`src/rtl/ti_packet_rx_if.sv`:
```
// Flit link, header buffer and payload stream of the Task Injector receive deframer.
// slave faces the deframer; master faces the NoC/sink side.
interface ti_packet_rx_if #(
   parameter int unsigned FLIT_SIZE   = 32,
   parameter int unsigned HEADER_SIZE = 13
);
   logic                              rx_i;
   logic [FLIT_SIZE-1:0]              data_i;
   logic                              credit_o;
   logic [FLIT_SIZE-1:0]              target_o;
   logic                              hdr_valid_o;
   logic                              hdr_ready_i;
   logic [HEADER_SIZE*FLIT_SIZE-1:0]  hdr_o;
   logic [FLIT_SIZE-1:0]              service_o;
   logic [FLIT_SIZE-1:0]              payload_size_o;
   logic                              pld_valid_o;
   logic                              pld_ready_i;
   logic [FLIT_SIZE-1:0]              pld_data_o;
   logic                              pld_last_o;
   logic                              err_o;
   logic [1:0]                        err_code_o;

   modport slave (
      input  rx_i, data_i, hdr_ready_i, pld_ready_i,
      output credit_o, target_o, hdr_valid_o, hdr_o, service_o,
      output payload_size_o, pld_valid_o, pld_data_o, pld_last_o,
      output err_o, err_code_o
   );

   modport master (
      output rx_i, data_i, hdr_ready_i, pld_ready_i,
      input  credit_o, target_o, hdr_valid_o, hdr_o, service_o,
      input  payload_size_o, pld_valid_o, pld_data_o, pld_last_o,
      input  err_o, err_code_o
   );
endinterface

```
`src/rtl/ti_packet_rx.sv`:
```
// Task Injector NoC deframer: target, size, header capture, service check,
// then zero-latency payload pass-through with valid/ready.
module ti_packet_rx #(
   parameter int unsigned FLIT_SIZE     = 32,
   parameter int unsigned HEADER_SIZE   = 13,
   parameter bit          CHECK_SERVICE = 1'b1
) (
   input logic          clk_i,
   input logic          rst_ni,
   ti_packet_rx_if.slave bus
);

   localparam int unsigned HW = HEADER_SIZE * FLIT_SIZE;
   localparam int unsigned IW = (HEADER_SIZE > 1) ? $clog2(HEADER_SIZE) : 1;

   typedef enum logic [2:0] {
      S_IDLE,
      S_SIZE,
      S_HEADER,
      S_HDR_OUT,
      S_PAYLOAD,
      S_DROP
   } state_e;

   state_e               state_q, state_d;
   logic [FLIT_SIZE-1:0] target_q;
   logic [FLIT_SIZE-1:0] remaining_q;
   logic [FLIT_SIZE-1:0] psize_q;
   logic [HW-1:0]        hdr_q;
   logic [IW-1:0]        idx_q;
   logic                 err_q;
   logic [1:0]           err_code_q;

   logic                 credit_raw;
   logic                 credit;
   logic                 accept;
   logic                 err_set;
   logic [1:0]           err_code_n;
   logic                 hdr_valid;
   logic                 pld_valid;
   logic                 pld_last;
   logic [FLIT_SIZE-1:0] pld_data;

   logic [FLIT_SIZE-1:0] rem_dec;
   logic                 size_short;
   logic                 hdr_last;
   logic [FLIT_SIZE-1:0] svc;
   logic                 svc_bad;

   function automatic logic svc_known(input logic [FLIT_SIZE-1:0] s);
      case (s)
         FLIT_SIZE'(8'h00),
         FLIT_SIZE'(8'h01),
         FLIT_SIZE'(8'h10),
         FLIT_SIZE'(8'h26),
         FLIT_SIZE'(8'h31),
         FLIT_SIZE'(8'h34),
         FLIT_SIZE'(8'h40): return 1'b1;
         default:           return 1'b0;
      endcase
   endfunction

   assign rem_dec    = remaining_q - FLIT_SIZE'(1);
   assign size_short = bus.data_i < FLIT_SIZE'(HEADER_SIZE);
   assign hdr_last   = idx_q == IW'(HEADER_SIZE - 1);
   // With a one-word header the service word is still on the bus.
   assign svc        = (HEADER_SIZE == 1) ? bus.data_i
                                          : hdr_q[FLIT_SIZE-1:0];
   assign svc_bad    = CHECK_SERVICE && !svc_known(svc);

   always_comb begin
      credit_raw = 1'b0;
      unique case (state_q)
         S_IDLE,
         S_SIZE,
         S_HEADER,
         S_DROP:    credit_raw = 1'b1;
         S_PAYLOAD: credit_raw = bus.pld_ready_i;
         default:   credit_raw = 1'b0;
      endcase
   end

   // Held low while reset is asserted so no flit is acknowledged.
   assign credit = credit_raw && rst_ni;
   assign accept = bus.rx_i && credit;

   always_ff @(posedge clk_i or negedge rst_ni) begin
      if (!rst_ni) begin
         state_q <= S_IDLE;
      end else begin
         state_q <= state_d;
      end
   end

   always_comb begin
      state_d    = state_q;
      err_set    = 1'b0;
      err_code_n = err_code_q;
      hdr_valid  = 1'b0;
      pld_valid  = 1'b0;
      pld_last   = 1'b0;
      pld_data   = '0;
      unique case (state_q)
         S_IDLE: begin
            if (accept) state_d = S_SIZE;
         end
         S_SIZE: begin
            if (accept) begin
               if (size_short) begin
                  err_set    = 1'b1;
                  err_code_n = 2'd1;
                  state_d    = (bus.data_i == '0) ? S_IDLE : S_DROP;
               end else begin
                  state_d = S_HEADER;
               end
            end
         end
         S_HEADER: begin
            if (accept && hdr_last) begin
               if (svc_bad) begin
                  err_set    = 1'b1;
                  err_code_n = 2'd2;
                  state_d    = (rem_dec == '0) ? S_IDLE : S_DROP;
               end else begin
                  state_d = S_HDR_OUT;
               end
            end
         end
         S_HDR_OUT: begin
            hdr_valid = 1'b1;
            if (bus.hdr_ready_i) begin
               state_d = (remaining_q != '0) ? S_PAYLOAD : S_IDLE;
            end
         end
         S_PAYLOAD: begin
            pld_valid = bus.rx_i;
            pld_data  = bus.data_i;
            pld_last  = bus.rx_i && (remaining_q == FLIT_SIZE'(1));
            if (accept && remaining_q == FLIT_SIZE'(1)) state_d = S_IDLE;
         end
         S_DROP: begin
            if (accept && remaining_q == FLIT_SIZE'(1)) state_d = S_IDLE;
         end
         default: state_d = S_IDLE;
      endcase
   end

   always_ff @(posedge clk_i or negedge rst_ni) begin
      if (!rst_ni) begin
         target_q    <= '0;
         remaining_q <= '0;
         psize_q     <= '0;
         hdr_q       <= '0;
         idx_q       <= '0;
         err_q       <= 1'b0;
         err_code_q  <= 2'd0;
      end else begin
         err_q <= err_set;
         if (err_set) err_code_q <= err_code_n;
         if (accept) begin
            unique case (state_q)
               S_IDLE: target_q <= bus.data_i;
               S_SIZE: begin
                  remaining_q <= bus.data_i;
                  psize_q     <= bus.data_i - FLIT_SIZE'(HEADER_SIZE);
                  idx_q       <= '0;
               end
               S_HEADER: begin
                  hdr_q[idx_q*FLIT_SIZE +: FLIT_SIZE] <= bus.data_i;
                  idx_q       <= idx_q + IW'(1);
                  remaining_q <= rem_dec;
               end
               S_PAYLOAD,
               S_DROP:  remaining_q <= rem_dec;
               default: ;
            endcase
         end
      end
   end

   assign bus.credit_o       = credit;
   assign bus.target_o       = target_q;
   assign bus.hdr_valid_o    = hdr_valid;
   assign bus.hdr_o          = hdr_q;
   assign bus.service_o      = hdr_q[FLIT_SIZE-1:0];
   assign bus.payload_size_o = psize_q;
   assign bus.pld_valid_o    = pld_valid;
   assign bus.pld_data_o     = pld_data;
   assign bus.pld_last_o     = pld_last;
   assign bus.err_o          = err_q;
   assign bus.err_code_o     = err_code_q;

endmodule

```
`src/flat_wrapper.sv`:
```
// flat-port wrapper written by rule: the top's interface ports become plain ports
module ti_packet_rx_flat 
#(
   parameter int unsigned FLIT_SIZE     = 32,
   parameter int unsigned HEADER_SIZE   = 13,
   parameter bit          CHECK_SERVICE = 1'b1
)
  (clk_i, rst_ni, bus_rx_i, bus_data_i, bus_hdr_ready_i, bus_pld_ready_i, bus_credit_o, bus_target_o, bus_hdr_valid_o, bus_hdr_o, bus_service_o, bus_payload_size_o, bus_pld_valid_o, bus_pld_data_o, bus_pld_last_o, bus_err_o, bus_err_code_o);
  ti_packet_rx_if #(.FLIT_SIZE(FLIT_SIZE), .HEADER_SIZE(HEADER_SIZE)) bus_i ();
  input logic clk_i;
  input logic rst_ni;
  input wire logic [$bits(bus_i.rx_i)-1:0] bus_rx_i;
  input wire logic [$bits(bus_i.data_i)-1:0] bus_data_i;
  input wire logic [$bits(bus_i.hdr_ready_i)-1:0] bus_hdr_ready_i;
  input wire logic [$bits(bus_i.pld_ready_i)-1:0] bus_pld_ready_i;
  output wire logic [$bits(bus_i.credit_o)-1:0] bus_credit_o;
  output wire logic [$bits(bus_i.target_o)-1:0] bus_target_o;
  output wire logic [$bits(bus_i.hdr_valid_o)-1:0] bus_hdr_valid_o;
  output wire logic [$bits(bus_i.hdr_o)-1:0] bus_hdr_o;
  output wire logic [$bits(bus_i.service_o)-1:0] bus_service_o;
  output wire logic [$bits(bus_i.payload_size_o)-1:0] bus_payload_size_o;
  output wire logic [$bits(bus_i.pld_valid_o)-1:0] bus_pld_valid_o;
  output wire logic [$bits(bus_i.pld_data_o)-1:0] bus_pld_data_o;
  output wire logic [$bits(bus_i.pld_last_o)-1:0] bus_pld_last_o;
  output wire logic [$bits(bus_i.err_o)-1:0] bus_err_o;
  output wire logic [$bits(bus_i.err_code_o)-1:0] bus_err_code_o;
  assign bus_i.rx_i = bus_rx_i;
  assign bus_i.data_i = bus_data_i;
  assign bus_i.hdr_ready_i = bus_hdr_ready_i;
  assign bus_i.pld_ready_i = bus_pld_ready_i;
  assign bus_credit_o = bus_i.credit_o;
  assign bus_target_o = bus_i.target_o;
  assign bus_hdr_valid_o = bus_i.hdr_valid_o;
  assign bus_hdr_o = bus_i.hdr_o;
  assign bus_service_o = bus_i.service_o;
  assign bus_payload_size_o = bus_i.payload_size_o;
  assign bus_pld_valid_o = bus_i.pld_valid_o;
  assign bus_pld_data_o = bus_i.pld_data_o;
  assign bus_pld_last_o = bus_i.pld_last_o;
  assign bus_err_o = bus_i.err_o;
  assign bus_err_code_o = bus_i.err_code_o;
  ti_packet_rx #(.FLIT_SIZE(FLIT_SIZE), .HEADER_SIZE(HEADER_SIZE), .CHECK_SERVICE(CHECK_SERVICE)) u_core (.clk_i(clk_i), .rst_ni(rst_ni), .bus(bus_i));
endmodule
```
`config.mk`:
```
export PLATFORM = sky130hd
export DESIGN_NAME = ti_packet_rx_flat
export DESIGN_NICKNAME = d
export VERILOG_FILES = /design/src/rtl/ti_packet_rx_if.sv /design/src/rtl/ti_packet_rx.sv /design/src/flat_wrapper.sv
export SDC_FILE = /design/constraint.sdc
export NUM_CORES = 1
export LEC_CHECK = 0
export CORE_AREA = 2 2 229 231
export CTS_BUF_LIST = sky130_fd_sc_hd__clkbuf_4 sky130_fd_sc_hd__clkbuf_8
export DETAILED_ROUTE_END_ITERATION = 10
export DIE_AREA = 0 0 231 233
export DONT_BUFFER_PORTS = 1
export PLACE_DENSITY_LB_ADDON = 0.3
export SYNTH_ARGS = -nofsm -noshare
export SYNTH_HDL_FRONTEND = slang
export SYNTH_SLANG_ARGS = --single-unit
```
`constraint.sdc`:
```
create_clock -name clk_i -period 3.95 [get_ports clk_i]
set_input_delay 0.5925 -clock clk_i [delete_from_list [all_inputs] [get_ports clk_i]]
set_output_delay 0.5925 -clock clk_i [all_outputs]
set_load 0.02 [all_outputs]
```
# --- Word-level counts from Yosys, hierarchy flattened ---
# Cells that the tools add are included.
classes:
  n_eq_ne: 20
  addsub: 4
  muxes: 30
  n_reduce_logical: 23
  shift: 2
  n_lt_le_gt_ge: 1
ops:
  columns: ["cell", "n"]
  rows:
  - ["416-bit bitwise mux", 1]
  - ["32-bit by 34-bit variable shift with 416-bit output, first input constant", 1]
  - ["32-bit by 34-bit indexed part select with 416-bit output", 1]
  - ["32-bit by 6-bit equality test with 1-bit output, second input constant", 3]
  - ["32-bit zero test", 3]
  - ["32-bit by 1-bit equality test with 1-bit output, second input constant", 2]
  - ["32-bit one-hot mux with 2 select lines", 1]
  - ["9-bit negator with 34-bit output", 1]
  - ["32-bit by 5-bit equality test with 1-bit output, second input constant", 1]
  - ["32-bit by 7-bit equality test with 1-bit output, second input constant", 1]
  - ["32-bit by 4-bit < comparator with 1-bit output, second input constant", 1]
  - ["32-bit 2-to-1 mux", 1]
  - ["32-bit nonzero test", 1]
  - ["32-bit by 1-bit subtractor with 32-bit output, second input constant", 1]
  - ["32-bit by 4-bit subtractor with 32-bit output, second input constant", 1]
  - ["3-bit 2-to-1 mux", 10]
  - ["3-bit one-hot mux with 5 select lines", 1]
  - ["2-bit by 1-bit inequality test with 1-bit output, second input constant", 5]
  - ["2-bit AND reduction", 5]
  - ["1-bit 2-to-1 mux", 8]
  - ["2-bit 2-to-1 mux", 4]
  - ["4-bit one-hot mux with 2 select lines", 1]
  - ["7-bit OR reduction", 1]
  - ["3-bit by 2-bit equality test with 1-bit output, second input constant", 2]
  - ["other kinds (15)", 23]
totals:
  input_bits: 37
  word_cells: 88
  register_bits: 522

# --- Logic depth before layout (Yosys ltp) ---
logic_depth:
  depth_word: 9
  depth_mapped: 12

# --- Worst setup path after synthesis ---
# No wires, ideal clock.
synth_path:
  path_type: "register to register"
  startpoint: "register u_core.remaining_q[0]"
  endpoint: "register u_core.state_q[0]"
  path_slack_ns: 0.904
  path_stages_with_launch: 11
  t_arrival_ns: 2.904
  n_path_buf: 1
  setup_ns: 0.143
  t_required_ns: 3.807
  cell_sequence: "dfrtp_1 -> inv_1 -> ha_1 -> buf_2 -> or3b_2 -> or4_4 -> or4b_4 -> xnor2_2 -> nor3_1 -> and4_4 -> o311ai_4"
synth_via:
  elab_chain_len: 6
  word_cells_on_any_way: 10
  classes_between: "1 x add/sub; 2 x eq/ne; 4 x mux; 3 x reduce/logical"
synth_lines:
  columns: ["element", "line_no", "source"]
  rows:
  - ["start: declaration", "ti_packet_rx.sv:27", "logic [FLIT_SIZE-1:0] remaining_q;"]
  - ["start signal: assignment", "ti_packet_rx.sv:164", "remaining_q <= bus.data_i;"]
  - ["start signal: assignment", "ti_packet_rx.sv:171", "remaining_q <= rem_dec;"]
  - ["start signal: assignment", "ti_packet_rx.sv:174", "S_DROP: remaining_q <= rem_dec;"]
  - ["32-bit by 1-bit subtractor with 32-bit output", "ti_packet_rx.sv:63", "assign rem_dec = remaining_q - FLIT_SIZE'(1);"]
  - ["32-bit zero test", "ti_packet_rx.sv:123", "state_d = (rem_dec == '0) ? S_IDLE : S_DROP;"]
  - ["3-bit 2-to-1 mux", "ti_packet_rx.sv:123", null]
  - ["3-bit 2-to-1 mux", "ti_packet_rx.sv:120", "if (svc_bad) begin"]
  - ["3-bit 2-to-1 mux", "ti_packet_rx.sv:119", "if (accept && hdr_last) begin"]
  - ["3-bit one-hot mux with 5 select lines", "ti_packet_rx.sv:103", "unique case (state_q)"]
  - ["end signal: assignment", "ti_packet_rx.sv:91", "state_q <= state_d;"]
  - ["end: declaration", "ti_packet_rx.sv:25", "state_e state_q, state_d;"]
# Parallel ways exist; a longest one is shown, timed or not. The select of a mux whose other input is x is not followed.
# A chain may end at the register's enable or synchronous reset.

# --- Worst setup path after layout ---
layout_path:
  startpoint: "register u_core.remaining_q[1]"
  endpoint: "output port bus_pld_last_o"
layout_via:
  elab_chain_len: 3
layout_lines:
  columns: ["element", "line_no", "source"]
  rows:
  - ["32-bit by 1-bit equality test with 1-bit output", "ti_packet_rx.sv:138", "pld_last = bus.rx_i && (remaining_q == FLIT_SIZE'(1));"]
  - ["1-bit logical AND", "ti_packet_rx.sv:138", null]
  - ["1-bit 2-to-1 mux", "ti_packet_rx.sv:103", null]
  - ["end: declaration", "flat_wrapper.sv:24", "output wire logic [$bits(bus_i.pld_last_o)-1:0] bus_pld_last_o;"]
# Every way passes these cells.

==> results.sh <==
export IMPL_path_clk_slew_ps=60
export IMPL_fill_cells=4675
export IMPL_r2r_setup_slack_ps=530
export IMPL_cp_end_kind="output pin"
export IMPL_max_clock_freq_ghz=0.2730
export IMPL_synthCells=2242
export IMPL_io_buffers=0
export IMPL_critical_path_max_fanout=5
export IMPL_synth_edf_count=0
export IMPL_post_route_period_util_pct=92.72
export IMPL_area_growth_pct=9.789
export IMPL_grt_pass1_vias=16400
export IMPL_htree_levels=3
export IMPL_hpwl_mm=49.45
export IMPL_final_cell_area_um2=24880
export IMPL_drt_initial_drc_count=1275
export IMPL_async_reset_ff_share_pct=100.0
export IMPL_start_util_pct=44.36
export IMPL_avgSynthCellArea_um2=10.11
export IMPL_num_vias=16550
export IMPL_ys_top_cells_by_count="nand2_1 (546), dfrtp_1 (522), o21ai_0 (284), mux2_2 (204), clkbuf_1 (173)"
export IMPL_cts_made_buffers=88
export IMPL_switchingPower_w=0.005168
export IMPL_r2r_end="u_core.bus.hdr_o[147]"
export IMPL_die_h_um=233
export IMPL_wl_per_cell_um=26.45
export IMPL_r2r_start="u_core.state_q[1]"
export IMPL_ys_ff_latch=522
export IMPL_ys_types=67
export IMPL_drt_first_pass_iters=5
export IMPL_fin_setup_tns_ps=0
export IMPL_wl_mm=76.65
export IMPL_rsz0062_at_grt="no"
export IMPL_period_needed_ps=3663
export IMPL_startpoint_type="flip-flop"
export IMPL_yosys_area_top_type="dfrtp_1"
export IMPL_dieWidth_um=231
export IMPL_core_um2=51090
export IMPL_violations="negative hold slack, max-slew violations"
export IMPL_clockBufferDepth=3
export IMPL_final_nets=2201
export IMPL_ir_worst_vdd_mv=0.3464
export IMPL_grt_overflow=0
export IMPL_place_gp_congestion=0.8890
export IMPL_grt_pass1_wl_mm=110.9
export IMPL_grt_max_degree=526
export IMPL_path_class="reg2out"
export IMPL_pwr_share_comb_pct=16.4
export IMPL_clk_latency_ps=670
export IMPL_postCtsSetupBuffers=0
export IMPL_ant_nets=0
export IMPL_hold_ws_ps=-376.1
export IMPL_grt_total_usage_pct=27.99
export IMPL_crit_arrival_ps=3070
export IMPL_min_path_type="in2async"
export IMPL_reg2reg_depth=7
export IMPL_maxCapViolCount=0
export IMPL_syn_cell_area_um2=22660
export IMPL_status="finished with violations"
export IMPL_syn_nets=2287
export IMPL_setup_viol=0
export IMPL_synth_top_area_share_pct=57.64
export IMPL_slew_viol_final=286
export IMPL_switching_share_pct=34.66
export IMPL_timing_clock_skew_ps=35.20
export IMPL_clkSinkCount=522
export IMPL_fp_row_count=83
export IMPL_seq_power_share_pct=48.6
export IMPL_p_leak_nw=11.35
export IMPL_worst_slew_pin_slew_ps=1987
export IMPL_post_synth_top_count_cell="nand2_1"
export IMPL_dieArea_um2=53820
export IMPL_cts_tree="built"
export IMPL_ios=588
export IMPL_timing_slew_headroom_pct=-32.48
export IMPL_p_per_area_nw_per_um2=599.3
export IMPL_ys_top_cells_by_area="dfrtp_1 (58%), mux2_2 (10%), nand2_1 (9.0%)"
export IMPL_cts_root_buffer="clkbuf_8"
export IMPL_synth_seq_area_share_pct=57.64
export IMPL_layout_drive_gt1_share_pct=19.26
export IMPL_ctsResizeCount=0
export IMPL_drc_errors=0
export IMPL_place_area_um2=22880
export IMPL_p_clk_share_pct=34.9
export IMPL_yosysWarnings=0
export IMPL_internal_power_w=0.009744
export IMPL_cts_hold_buf=9
export IMPL_ys_flop_type="dfrtp_1"
export IMPL_required_ps=3360
export IMPL_antenna_found_initial=2
export IMPL_vias_per_cell=5.710
export IMPL_finalHoldViolCount=347
[area by class of cell]
cell class	count	area, um^2	area share (%)
inverters	17	63.81	0.2565
repair buffers	47	375.4	1.509
clock buffers	131	1659	6.668
multi-input cells	1480	8618	34.64
flip-flops and latches	522	13060	52.50
well taps	680	850.8	3.419
clock inverters	20	249.0	1.001
diodes	1	2.502	0.01006
[flip-flops by register name, indices dropped and copies added (netlist names)]
signal	count
u_core.bus.hdr_o	416
u_core.bus.payload_size_o	32
u_core.bus.target_o	32
u_core.remaining_q	32
u_core.idx_q	4
u_core.state_q	3
u_core.bus.err_code_o	2
u_core.bus.err_o	1
[placed cells by master, fill, tap and decap left out, types with 12 or more instances in the layout]
cell      synthesis  routed
nand2_1         546     539
dfrtp_1         522     522
o21ai_0         284     283
mux2_2          204     204
clkbuf_8          0     108
nor2_1           67      63
nand3_1          51      49
a21oi_1          48      48
and2_1           39      39
buf_4            32      38
nor3_1           35      33
nor4_1           25      25
clkbuf_4          0      23
xnor2_1          22      22
xor2_1           21      21
inv_1            15      15
or3_1            13      12
nand4_1          12      12
[worst max path at each step]
stage                                       end  depth (start not counted)  slack, ps                  start
after floorplan               u_core.state_q[0]                         10        900  u_core.remaining_q[0]
after global placement        u_core.state_q[0]                          9        710  u_core.remaining_q[0]
after detailed placement  u_core.bus.hdr_o[136]                          7        680      u_core.state_q[1]
after CTS                        bus_pld_last_o                          7        230  u_core.remaining_q[1]
after global routing             bus_pld_last_o                          7        120  u_core.remaining_q[1]
final                            bus_pld_last_o                          7        290  u_core.remaining_q[1]
[critical path: stages (launching register included)]
cell      delay (ps)
dfrtp_1          410
inv_1            120
ha_1             170
or4b_2           590
nor4_1           380
nor4bb_1         310
buf_4            190
and2_1           240
[per-stage QoR]
stage	setup slack (ps)	util (%)	power, W	cells
after floorplan	903.5	-	0.009002	2242
after global placement	710.1	44.78	0.009638	2737
after detailed placement	682.8	44.78	0.009748	2737
after CTS	228.1	48.69	0.01500	2897
after global routing	124.3	48.70	0.01564	2898
final	287.4	48.70	0.01491	2898
[power groups by stage]
stage	registers [W]	logic [W]	clock network [W]
after global routing	0.00734	0.00273	0.00557
final	0.00725	0.00245	0.00521
after global placement	0.00731	0.00233	0
after CTS	0.00725	0.00243	0.00532
after detailed placement	0.00734	0.00241	0
after floorplan	0.00689	0.00212	0
[cells by family (layout without fill, tap and decap cells)]
group	Yosys count	after routing	share of synthesized area, %
fa+ha+maj	8	8	0.4417
flops	522	522	57.64
xor+xnor	44	44	1.734
buf+inv	240	215	4.571
other cells	0	1	0
compound gates	383	383	9.176
simple gates	839	839	16.21
mux	206	206	10.22
[per-layer routing]
metal	part of all wire [%]	track usage, %	wire [um]	up-vias
li1	-	-	-	7328
met1	40	34.38	30370	8322
met2	48	45.75	36690	742
met3	9.0	8.701	6917	154
met4	3.5	11.71	2658	2
met5	0.017	0	13	-
No activity file was read; power rests on OpenSTA's default activity.
